[config.mk]
export PLATFORM = sky130hd
export DESIGN_NAME = acc_seq_ctrl
export DESIGN_NICKNAME = d
export VERILOG_FILES = /design/src/rtl/acc_seq_ctrl.sv
export SDC_FILE = /design/constraint.sdc
export NUM_CORES = 1
export LEC_CHECK = 0
export BUFFER_PORTS_ARGS = -buffer_cell sky130_fd_sc_hd__buf_2
export CORE_MARGIN = 2
export CORE_UTILIZATION = 50
export DETAILED_ROUTE_END_ITERATION = 16
export HOLD_SLACK_MARGIN = 0.03
export PLACE_DENSITY = 0.82
export REMOVE_ABC_BUFFERS = 1
export SETUP_SLACK_MARGIN = 0.02
export SYNTH_ARGS = -nofsm -noshare
export SYNTH_HDL_FRONTEND = slang
export SYNTH_SLANG_ARGS = --single-unit
export TNS_END_PERCENT = 100
[constraint.sdc]
create_clock -name clk -period 2 [get_ports clk]
set_clock_uncertainty 0.1 [all_clocks]
set_input_delay 0.2 -clock clk [delete_from_list [all_inputs] [get_ports clk]]
set_output_delay 0.2 -clock clk [all_outputs]
set_load 0.1 [all_outputs]
[src/rtl/acc_seq_ctrl.sv]
// Multi-cycle sequencer for a tiny accumulator machine: fetch, decode, execute.
// Drives the instruction memory, ALU strobes and pc; flags come back from an external flag block.
module acc_seq_ctrl #(
  parameter int unsigned WIDTH  = 8,
  parameter int unsigned ADDR_W = 8
) (
  input  logic              clk,
  input  logic              rst,
  input  logic              start,
  input  logic [15:0]       instr,
  input  logic              zf,
  input  logic              sf,
  input  logic              cy,
  input  logic              ov,
  output logic [ADDR_W-1:0] pc,
  output logic              imem_re,
  output logic [1:0]        alu_op,
  output logic [WIDTH-1:0]  operand,
  output logic              acc_we,
  output logic              ce_cy,
  output logic              halted,
  output logic              illegal
);

  localparam logic [3:0] OP_LDI = 4'h1;
  localparam logic [3:0] OP_ADD = 4'h2;
  localparam logic [3:0] OP_SUB = 4'h3;
  localparam logic [3:0] OP_AND = 4'h4;
  localparam logic [3:0] OP_JMP = 4'h5;
  localparam logic [3:0] OP_JZ  = 4'h6;
  localparam logic [3:0] OP_JNZ = 4'h7;
  localparam logic [3:0] OP_JC  = 4'h8;
  localparam logic [3:0] OP_JN  = 4'h9;
  localparam logic [3:0] OP_JV  = 4'hA;
  localparam logic [3:0] OP_HLT = 4'hF;

  localparam logic [1:0] ALU_PASS = 2'b00;
  localparam logic [1:0] ALU_ADD  = 2'b01;
  localparam logic [1:0] ALU_SUB  = 2'b10;
  localparam logic [1:0] ALU_AND  = 2'b11;

  // Jump target comes from the 8-bit immediate field, zero-extended to the pc width.
  localparam int unsigned TGT_W = (ADDR_W < 8) ? ADDR_W : 8;

  typedef enum logic [2:0] {
    S_IDLE,
    S_FETCH,
    S_DECODE,
    S_EXEC,
    S_HALT
  } state_t;

  state_t              state;
  logic [15:0]         ir;
  logic                dec_we;
  logic                dec_ce;
  logic [1:0]          dec_op;
  logic                take;
  logic                is_hlt;
  logic                is_ill;
  logic [ADDR_W-1:0]   jmp_tgt;
  logic [ADDR_W-1:0]   pc_next;
  logic                unused_ir;

  assign operand   = ir[WIDTH-1:0];
  assign jmp_tgt   = ADDR_W'(ir[TGT_W-1:0]);
  assign unused_ir = ^ir[11:0];

  // Strobe decode from the incoming word so EXEC strobes can be registered.
  always_comb begin
    dec_we = 1'b0;
    dec_ce = 1'b0;
    dec_op = ALU_PASS;
    case (instr[15:12])
      OP_LDI: dec_we = 1'b1;
      OP_ADD: begin
        dec_we = 1'b1;
        dec_ce = 1'b1;
        dec_op = ALU_ADD;
      end
      OP_SUB: begin
        dec_we = 1'b1;
        dec_ce = 1'b1;
        dec_op = ALU_SUB;
      end
      OP_AND: begin
        dec_we = 1'b1;
        dec_op = ALU_AND;
      end
      default: ;
    endcase
  end

  // Control-flow resolution on the held IR and the flags present during EXEC.
  always_comb begin
    take   = 1'b0;
    is_hlt = 1'b0;
    is_ill = 1'b0;
    case (ir[15:12])
      OP_JMP:                   take   = 1'b1;
      OP_JZ:                    take   = zf;
      OP_JNZ:                   take   = ~zf;
      OP_JC:                    take   = cy;
      OP_JN:                    take   = sf;
      OP_JV:                    take   = ov;
      OP_HLT:                   is_hlt = 1'b1;
      4'hB, 4'hC, 4'hD, 4'hE:   is_ill = 1'b1;
      default: ;
    endcase
    pc_next = take ? jmp_tgt : pc + ADDR_W'(1);
  end

  always_ff @(posedge clk or negedge rst) begin
    if (!rst) begin
      state   <= S_IDLE;
      pc      <= '0;
      ir      <= '0;
      imem_re <= 1'b0;
      acc_we  <= 1'b0;
      ce_cy   <= 1'b0;
      alu_op  <= ALU_PASS;
      halted  <= 1'b0;
      illegal <= 1'b0;
    end else begin
      imem_re <= 1'b0;
      acc_we  <= 1'b0;
      ce_cy   <= 1'b0;
      alu_op  <= ALU_PASS;
      case (state)
        S_IDLE, S_HALT: begin
          if (start) begin
            state   <= S_FETCH;
            pc      <= '0;
            illegal <= 1'b0;
            halted  <= 1'b0;
            imem_re <= 1'b1;
          end
        end
        S_FETCH: state <= S_DECODE;
        S_DECODE: begin
          ir     <= instr;
          acc_we <= dec_we;
          ce_cy  <= dec_ce;
          alu_op <= dec_op;
          state  <= S_EXEC;
        end
        S_EXEC: begin
          if (is_hlt) begin
            state  <= S_HALT;
            halted <= 1'b1;
          end else begin
            pc      <= pc_next;
            imem_re <= 1'b1;
            state   <= S_FETCH;
            if (is_ill) illegal <= 1'b1;
          end
        end
        default: state <= S_IDLE;
      endcase
    end
  end

endmodule
* Word level (Yosys, flattened, before mapping) *
Index checks and enable logic that the tools add are counted.

storage, ports and cells
  bits in writable memories = 0
  flip-flop bits (word level) = 34
  word-level logic and storage cells = 68
  latch bits = 0
  memories = 0
  bits in read-only memories = 0

cells by class
  order comparisons = 0
  eq/ne operators = 23
  $add $sub $neg = 1
  shift operators = 0
  multiplexer cells = 25
  div/mod/pow operators = 0
  reductions and logical operators = 9
  bitwise gates (word level) = 1
  $mul = 0

operators with widths
  cell                 count
  $eq 4x4->1 const B   8
  $mux 8               3
  $eq 4x3->1 const B   4
  $pmux 8 s2           1
  $mux 1               12
  $pmux 3 s4           1
  $add 8x1->8 const B  1
  $eq 4x2->1 const B   2
  $ne 2x2->1 const B   4
  $reduce_or 4->1      2
  $eq 3x2->1 const B   2
  $mux 3               2
  $pmux 1 s2           3
  $pmux 1 s6           1
  $pmux 2 s3           1
  $reduce_and 3->1     2
  $eq 4x1->1 const B   1
  $reduce_and 4->1     1
  $reduce_or 2->1      2
  $eq 3x1->1 const B   1
  $eq 3x3->1 const B   1
  $logic_not 3->1      1
  $mux 2               1
  $reduce_bool 2->1    1
  $not 1->1            1

* Depth between registers and ports, before layout *
Gate-level depths: netlist of run 1.

  word-level depth = 6
  gate-level depth with buffers = 7

* Worst setup path after synthesis of run 1 *
OpenSTA, ideal clock, no wires.

  path type = register to register
  start point = register pc[0]
  end point = register pc[4]
  stages on the path, launching flop included = 6
  setup time = 0.126 ns
  slack = -0.072 ns
  arrival = 1.846 ns
  cells stage by stage = dfrtp_1 ha_1 nand3_1 nand2_1 o21ai_1 a221o_1

between the ends
  longest elaborated chain between the ends = 4

RTL lines
  what                      line  text
  start: declaration        15    output logic [ADDR_W-1:0] pc,
  start signal: assignment  152   pc <= pc_next;
  $add 8x1->8               110   pc_next = take ? jmp_tgt : pc + ADDR_W'(1);
  $mux 8                    110
  $mux 8                    148   if (is_hlt) begin
  $pmux 8 s2                129   case (state)

No other way between the ends. The select of a mux whose other input is x is not followed.
A chain may end at the register's enable or synchronous reset.

* Worst setup path after layout of run 1 *
  start point = register ir[14]
  end point = register pc[7]

between the ends
  longest elaborated chain between the ends = 5
  elaborated cells on any way between the ends = 14

RTL lines
  what                                      line  text
  start: declaration                        54    logic [15:0] ir;
  start signal: assignment                  141   ir <= instr;
  $eq 4x4->1 or $eq 4x3->1 (tied branches)  99    case (ir[15:12])
  $pmux 1 s6                                99
  $mux 8                                    110
  $mux 8                                    148
  $pmux 8 s2                                129

Parallel ways exist; a longest one is shown, timed or not. The select of a mux whose other input is x is not followed.

==> results of run 1 <==
## per-stage QoR
| stage | setup WS, ps | utilization, % | TNS (ps) | cells |
|---|---|---|---|---|
| 6_report | 86.4 | 66.3 | 0 | 263 |
| 3_3_place_gp | 144 | 58.7 | 0 | 241 |
| 4_1_cts | 99.1 | 66.0 | 0 | 263 |
| 5_1_grt | 12.3 | 66.3 | 0 | 263 |
| 2_1_floorplan | -88.6 | - | -165 | 159 |
| 3_5_place_dp | 138 | 58.7 | 0 | 241 |
## cells by family (layout without fill, tap and decap cells)
| family | count (synthesis) | count (layout) |
|---|---|---|
| XOR/XNOR | 4 | 4 |
| AO/OA/AOI/OAI | 26 | 26 |
| adder cells (fa/ha/maj) | 1 | 1 |
| buffers and inverters | 20 | 77 |
| flip-flops | 30 | 30 |
| AND/OR/NAND/NOR | 87 | 87 |
| multiplexers | 5 | 5 |
## sequential cells by signal, summed over array words and instances, names as in the netlist
name	flops
ce_cy	1
state	3
acc_we	1
imem_re	1
ir	12
halted	1
alu_op	2
pc	8
illegal	1
## timing repair
| item | CTS | global route |
|---|---|---|
| setup endpoints to repair | 0 | 3 |
| hold buffers | 14 | 0 |
| hold endpoints to repair | 47 | 0 |
| gates resized for setup | 0 | 3 |
## layout by cell type, fill, tap and decap left out, types with 2 or more instances in the layout
cell / Yosys / final
nor4_1: 4 / 4
nor4b_1: 2 / 2
dfrtp_1: 30 / 29
nand3_1: 4 / 4
nor2_1: 9 / 9
clkbuf_4: 0 / 5
buf_2: 0 / 41
nand2b_1: 2 / 2
and2_1: 2 / 2
xnor2_1: 3 / 3
clkinv_2: 0 / 2
buf_4: 9 / 8
o22ai_1: 3 / 3
or2_2: 2 / 2
nor3_1: 3 / 3
dlygate4sd3_1: 0 / 14
nand2_1: 49 / 49
a31oi_1: 4 / 4
nand3b_1: 2 / 2
a21oi_1: 6 / 6
o21ai_0: 7 / 7
nand4_1: 2 / 2
inv_1: 6 / 6
mux2i_1: 5 / 5
## layer usage
layer,global-route usage [%],up-vias,routed length (um)
li1,-,698,-
met1,26.8,644,1490
met2,35.0,37,1780
met3,5.90,12,120
met4,12.7,0,105
met5,0,-,0
## cell type report
cell class	instances	area, um2	share of cell area (%)
clock buffer	5	37.5	1.90
clock inverter	3	40.0	2.03
sequential	30	752	38.1
tap	33	41.3	2.09
timing repair buffer	63	405	20.5
multi-input combinational	123	677	34.3
inverter	6	22.5	1.14
## worst min path at each step
stage | from | end | slack, ps | cells after the start
after floorplan | rst | acc_we | -200 | 0
after global placement | rst | ir[7] | 160 | 1
after detailed placement | rst | ir[7] | 160 | 1
after CTS | rst | ir[6] | 340 | 2
after global routing | rst | pc[1] | 390 | 2
final | rst | ir[7] | 320 | 2
==> impl_metrics.toml, run 1 <==
[status]
outcome = "finished, final reports clean"

[worst_setup_path]
start_kind = "register"
path_max_fanout = 7
cp_top_family = "compound AO/OA/AOI/OAI gates"
worstPathRequired_ps = 2110
startpoint = "ir[14]"
cp_common_cell = "buf_4"
reg2reg_from = "ir[14]"
slowest_stage = "dfrtp_1"
critPathCaptureType = "register"
max_stage_delay_ps = 460
path_cells = "or3b_1 > o32ai_2 > buf_4 > nor2_1 > buf_4 > a31oi_1 > o22ai_1"
arrival_ps = 2030
worst-path-buf-inv = 2
crit_type = "register to register"
crit_cells = 7
r2r-end = "pc[7]"
r2r_cells = 7
cp-endpoint = "pc[7]"
reg2reg_setup_slack_ps = 90

[clock_tree]
cts_buffers = 5
insertion_delay_ps = 330
postCtsSetupBuffers = 0
cts_buffer_depth = 2
cts-root-buf = "clkbuf_4"
cts_tree = "done"
cts_max_level = 2
clock-sinks = 30
clk_pin_slew_ps = 100

[floorplanning]
start_util_pct = 51.3
ios = 46
fp.coreArea_um2 = 2980
dieArea_um2 = 3510
die_w_um = 59.3
die_height_um = 59.3
row_count = 20

[synthesis]
synth_area_leaders = "dfrtp_1 (49%), nand2_1 (12%), buf_4 (4.4%), mux2i_1 (3.3%), o21ai_0 (2.3%)"
synth_top_area_share_pct = 49.2
yosysWarnings = 0
ys_async_sr_fraction_pct = 100
avgSynthCellArea_um2 = 8.82
synth-xor-area-share_pct = 2.30
synthCells = 173
yosys.area_share.simple_pct = 26.5
yosys.area.top_type = "dfrtp_1"
synthMuxAreaShare_pct = 3.28
synthAdderAreaFrac_pct = 0.820
ys.flop_type = "dfrtp_1"
synth_compound_area_share_pct = 10.8
synth_commonest_cells = "nand2_1 (49), dfrtp_1 (30), buf_4 (9), nor2_1 (9), o21ai_0 (7)"
yosys_register_bits = 30
synth.distinct_cells = 35
yosysSeqAreaShare_pct = 49.2
yosysMostFrequentCell = "nand2_1"
synth_edf_count = 0
synth_top_family_by_area = "simple AND/OR/NAND/NOR gates"
syn-cell-area_um2 = 1530

[route]
ant_nets = 0
vias_per_cell = 5.29
drc = 0
drt_iter0_drc = 25
wire_per_inst_um = 13.3
vias = 1391
drt_pre_antenna_iters = 4
wl_um = 3490

[placed_design]
placed_cell_area_um2 = 1750
place_hpwl_um = 2310
port_buffers = 41
globalplace.congestion = 0.818

[sta]
min_period_over_period_pct = 95.7
timing.fmax_mhz = 523
relSlewSlack_pct = 57.5
setup_viol = 0
drv_slew = 0
hold_slack_ps = 318
tightest_slew_ps = 638
rsz0062_at_grt = "false"
hold_viol = 0
layout_min_cycle_time_ps = 1910

[cells_and_area]
num-nets-final = 253
antenna_cells = 0
drive_gt1_share_pct = 27.4
fillers = 235
syn_to_final_growth_pct = 29.4
design_area_um2 = 1980

[global_routing]
grt_pass1_wl_um = 5700
grt_pass1_vias = 1327
grt_max_degree = 31
grt_overflow = 0
antenna_found_initial = 0
track_usage_pct = 22.0

[job]
cap_violations = 0

[min_path]
hold_class = "input pin to asynchronous set/reset pin"
Power of run 1 is left out: the tool's default activity adds up to more than one toggle a clock period on the data nets, which glitch-free logic cannot reach.
==> run 2, diff against run 1 <==
--- a/config.mk
+++ b/config.mk
@@ -5,7 +5,7 @@
 export SDC_FILE = /design/constraint.sdc
 export NUM_CORES = 1
 export LEC_CHECK = 0
-export BUFFER_PORTS_ARGS = -buffer_cell sky130_fd_sc_hd__buf_2
+export BUFFER_PORTS_ARGS = -buffer_cell sky130_fd_sc_hd__buf_4
 export CORE_MARGIN = 2
 export CORE_UTILIZATION = 50
 export DETAILED_ROUTE_END_ITERATION = 16
==> run 2 against run 1 <==
- cell count decreased by 1.1%
- non-clock buffer count down 2
- first-iteration DRC count rose by 110%
- global-route usage increased by 0.83 points
- via count is 0.14% lower
- critical path depth fell by 2
- maximum frequency rose by 3.3%
- hold slack worse by 95 ps
- die area stayed put
- utilization up 2.0 points
- design area is 3.0% higher
- critical path type unchanged
==> impl_metrics.toml, run 2 (synthesis results as in run 1) <==
[clock_tree]
cts_buffer_depth = 2
postCtsSetupBuffers = 0
clk_pin_slew_ps = 90
cts_max_level = 2
cts-root-buf = "clkbuf_4"
clock-sinks = 30
cts_buffers = 5
insertion_delay_ps = 320
cts_tree = "done"

[cells_and_area]
largest_register_ff_count = 12
final_cell_mix = "nand2_1 (49), buf_4 (47), dfrtp_1 (30)"
top_regs = "ir: 12 flops, pc: 8 flops, state: 3 flops"
top_register = "ir"
num-nets-final = 251
drive_gt1_share_pct = 26.4
final_common_cell = "nand2_1"
antenna_cells = 0
final_util_pct = 68.3
syn_to_final_growth_pct = 33.3

[placed_design]
place_ws_ps = 108
globalplace.congestion = 0.780
port_buffers = 41
place_hpwl_um = 2430

[floorplanning]
fp.coreArea_um2 = 2980
row_count = 20
die_height_um = 59.3
die_w_um = 59.3
dieArea_um2 = 3510
start_util_pct = 51.3
ios = 46

[global_routing]
antenna_found_initial = 0
grt_pass1_wl_um = 5960
track_usage_pct = 22.8
grt_overflow = 0
grt_max_degree = 31
grt_pass1_vias = 1378

[sta]
setup_viol = 0
relSlewSlack_pct = 73.9
worst_slack_ps = 147
hold_viol = 0
timing.fmax_mhz = 540
tightest_slew_ps = 391
rsz0062_at_grt = "false"
drv_slew = 0
min_period_over_period_pct = 92.6
layout_min_cycle_time_ps = 1850
hold_slack_ps = 223

[worst_setup_path]
critPathCaptureType = "register"
slowest_stage = "or4_1"
path_cells = "mux2i_1 > o32ai_2 > or2_4 > or4_1 > o211ai_1"
path_max_fanout = 7
crit_type = "register to register"
worst-path-buf-inv = 0
worstPathRequired_ps = 2150
arrival_ps = 2000
cp_top_family = "simple AND/OR/NAND/NOR gates"
start_kind = "register"
max_stage_delay_ps = 500

[route]
wire_per_inst_um = 13.4
wl_um = 3480
vias = 1389
drc = 0
ant_nets = 0
vias_per_cell = 5.34
drt_pre_antenna_iters = 4
drt_iter0_drc = 53

[status]
outcome = "finished, final reports clean"

[job]
cap_violations = 0

[min_path]
hold_class = "input pin to asynchronous set/reset pin"
[run 2: final timing paths]
| kind | from | cells past startpoint | endpoint | slack (ps) |
|---|---|---|---|---|
| hold reg to reg | state[2] | 1 | state[1] | 420 |
| setup reg to reg | ir[12] | 5 | pc[6] | 150 |
| min in group clk | state[2] | 1 | state[1] | 420 |
| max in group asynchronous | rst | 2 | acc_we | 1280 |
| setup / recovery | ir[12] | 5 | pc[6] | 150 |
| hold / removal | rst | 2 | ir[3] | 220 |
[run 2: cell type report]
| cell class | count | area (um2) |
|---|---|---|
| clock buffers | 5 | 37.5 |
| clock inverters | 2 | 10.0 |
| fillers | 248 | 943 |
| inverters | 6 | 22.5 |
| multi-input cells | 123 | 679 |
| flip-flops and latches | 30 | 751 |
| well taps | 33 | 41.3 |
| repair buffers | 61 | 493 |
[run 2: timing repair]
item | 4_1_cts | 5_1_grt
gates resized for setup | 0 | 3
endpoints found under the hold margin | 48 | 0
hold buffers | 14 | 0
endpoints found under the setup margin | 0 | 5
[run 2: stage by stage]
step	setup TNS [ps]	cell area [um2]	cells
after floorplan	-165	1440	159
after global placement	0	1830	239
after detailed placement	0	1830	239
after CTS	0	2020	260
after global routing	0	2030	260
final	0	2030	260
[run 2: routing by layer]
layer	global-route usage, %	up-vias	routed length, um
li1	-	688	-
met1	26.9	650	1410
met2	37.7	39	1790
met3	7.64	12	181
met4	10.1	0	93
met5	0	-	0
Power of run 2 is left out for the same reason.
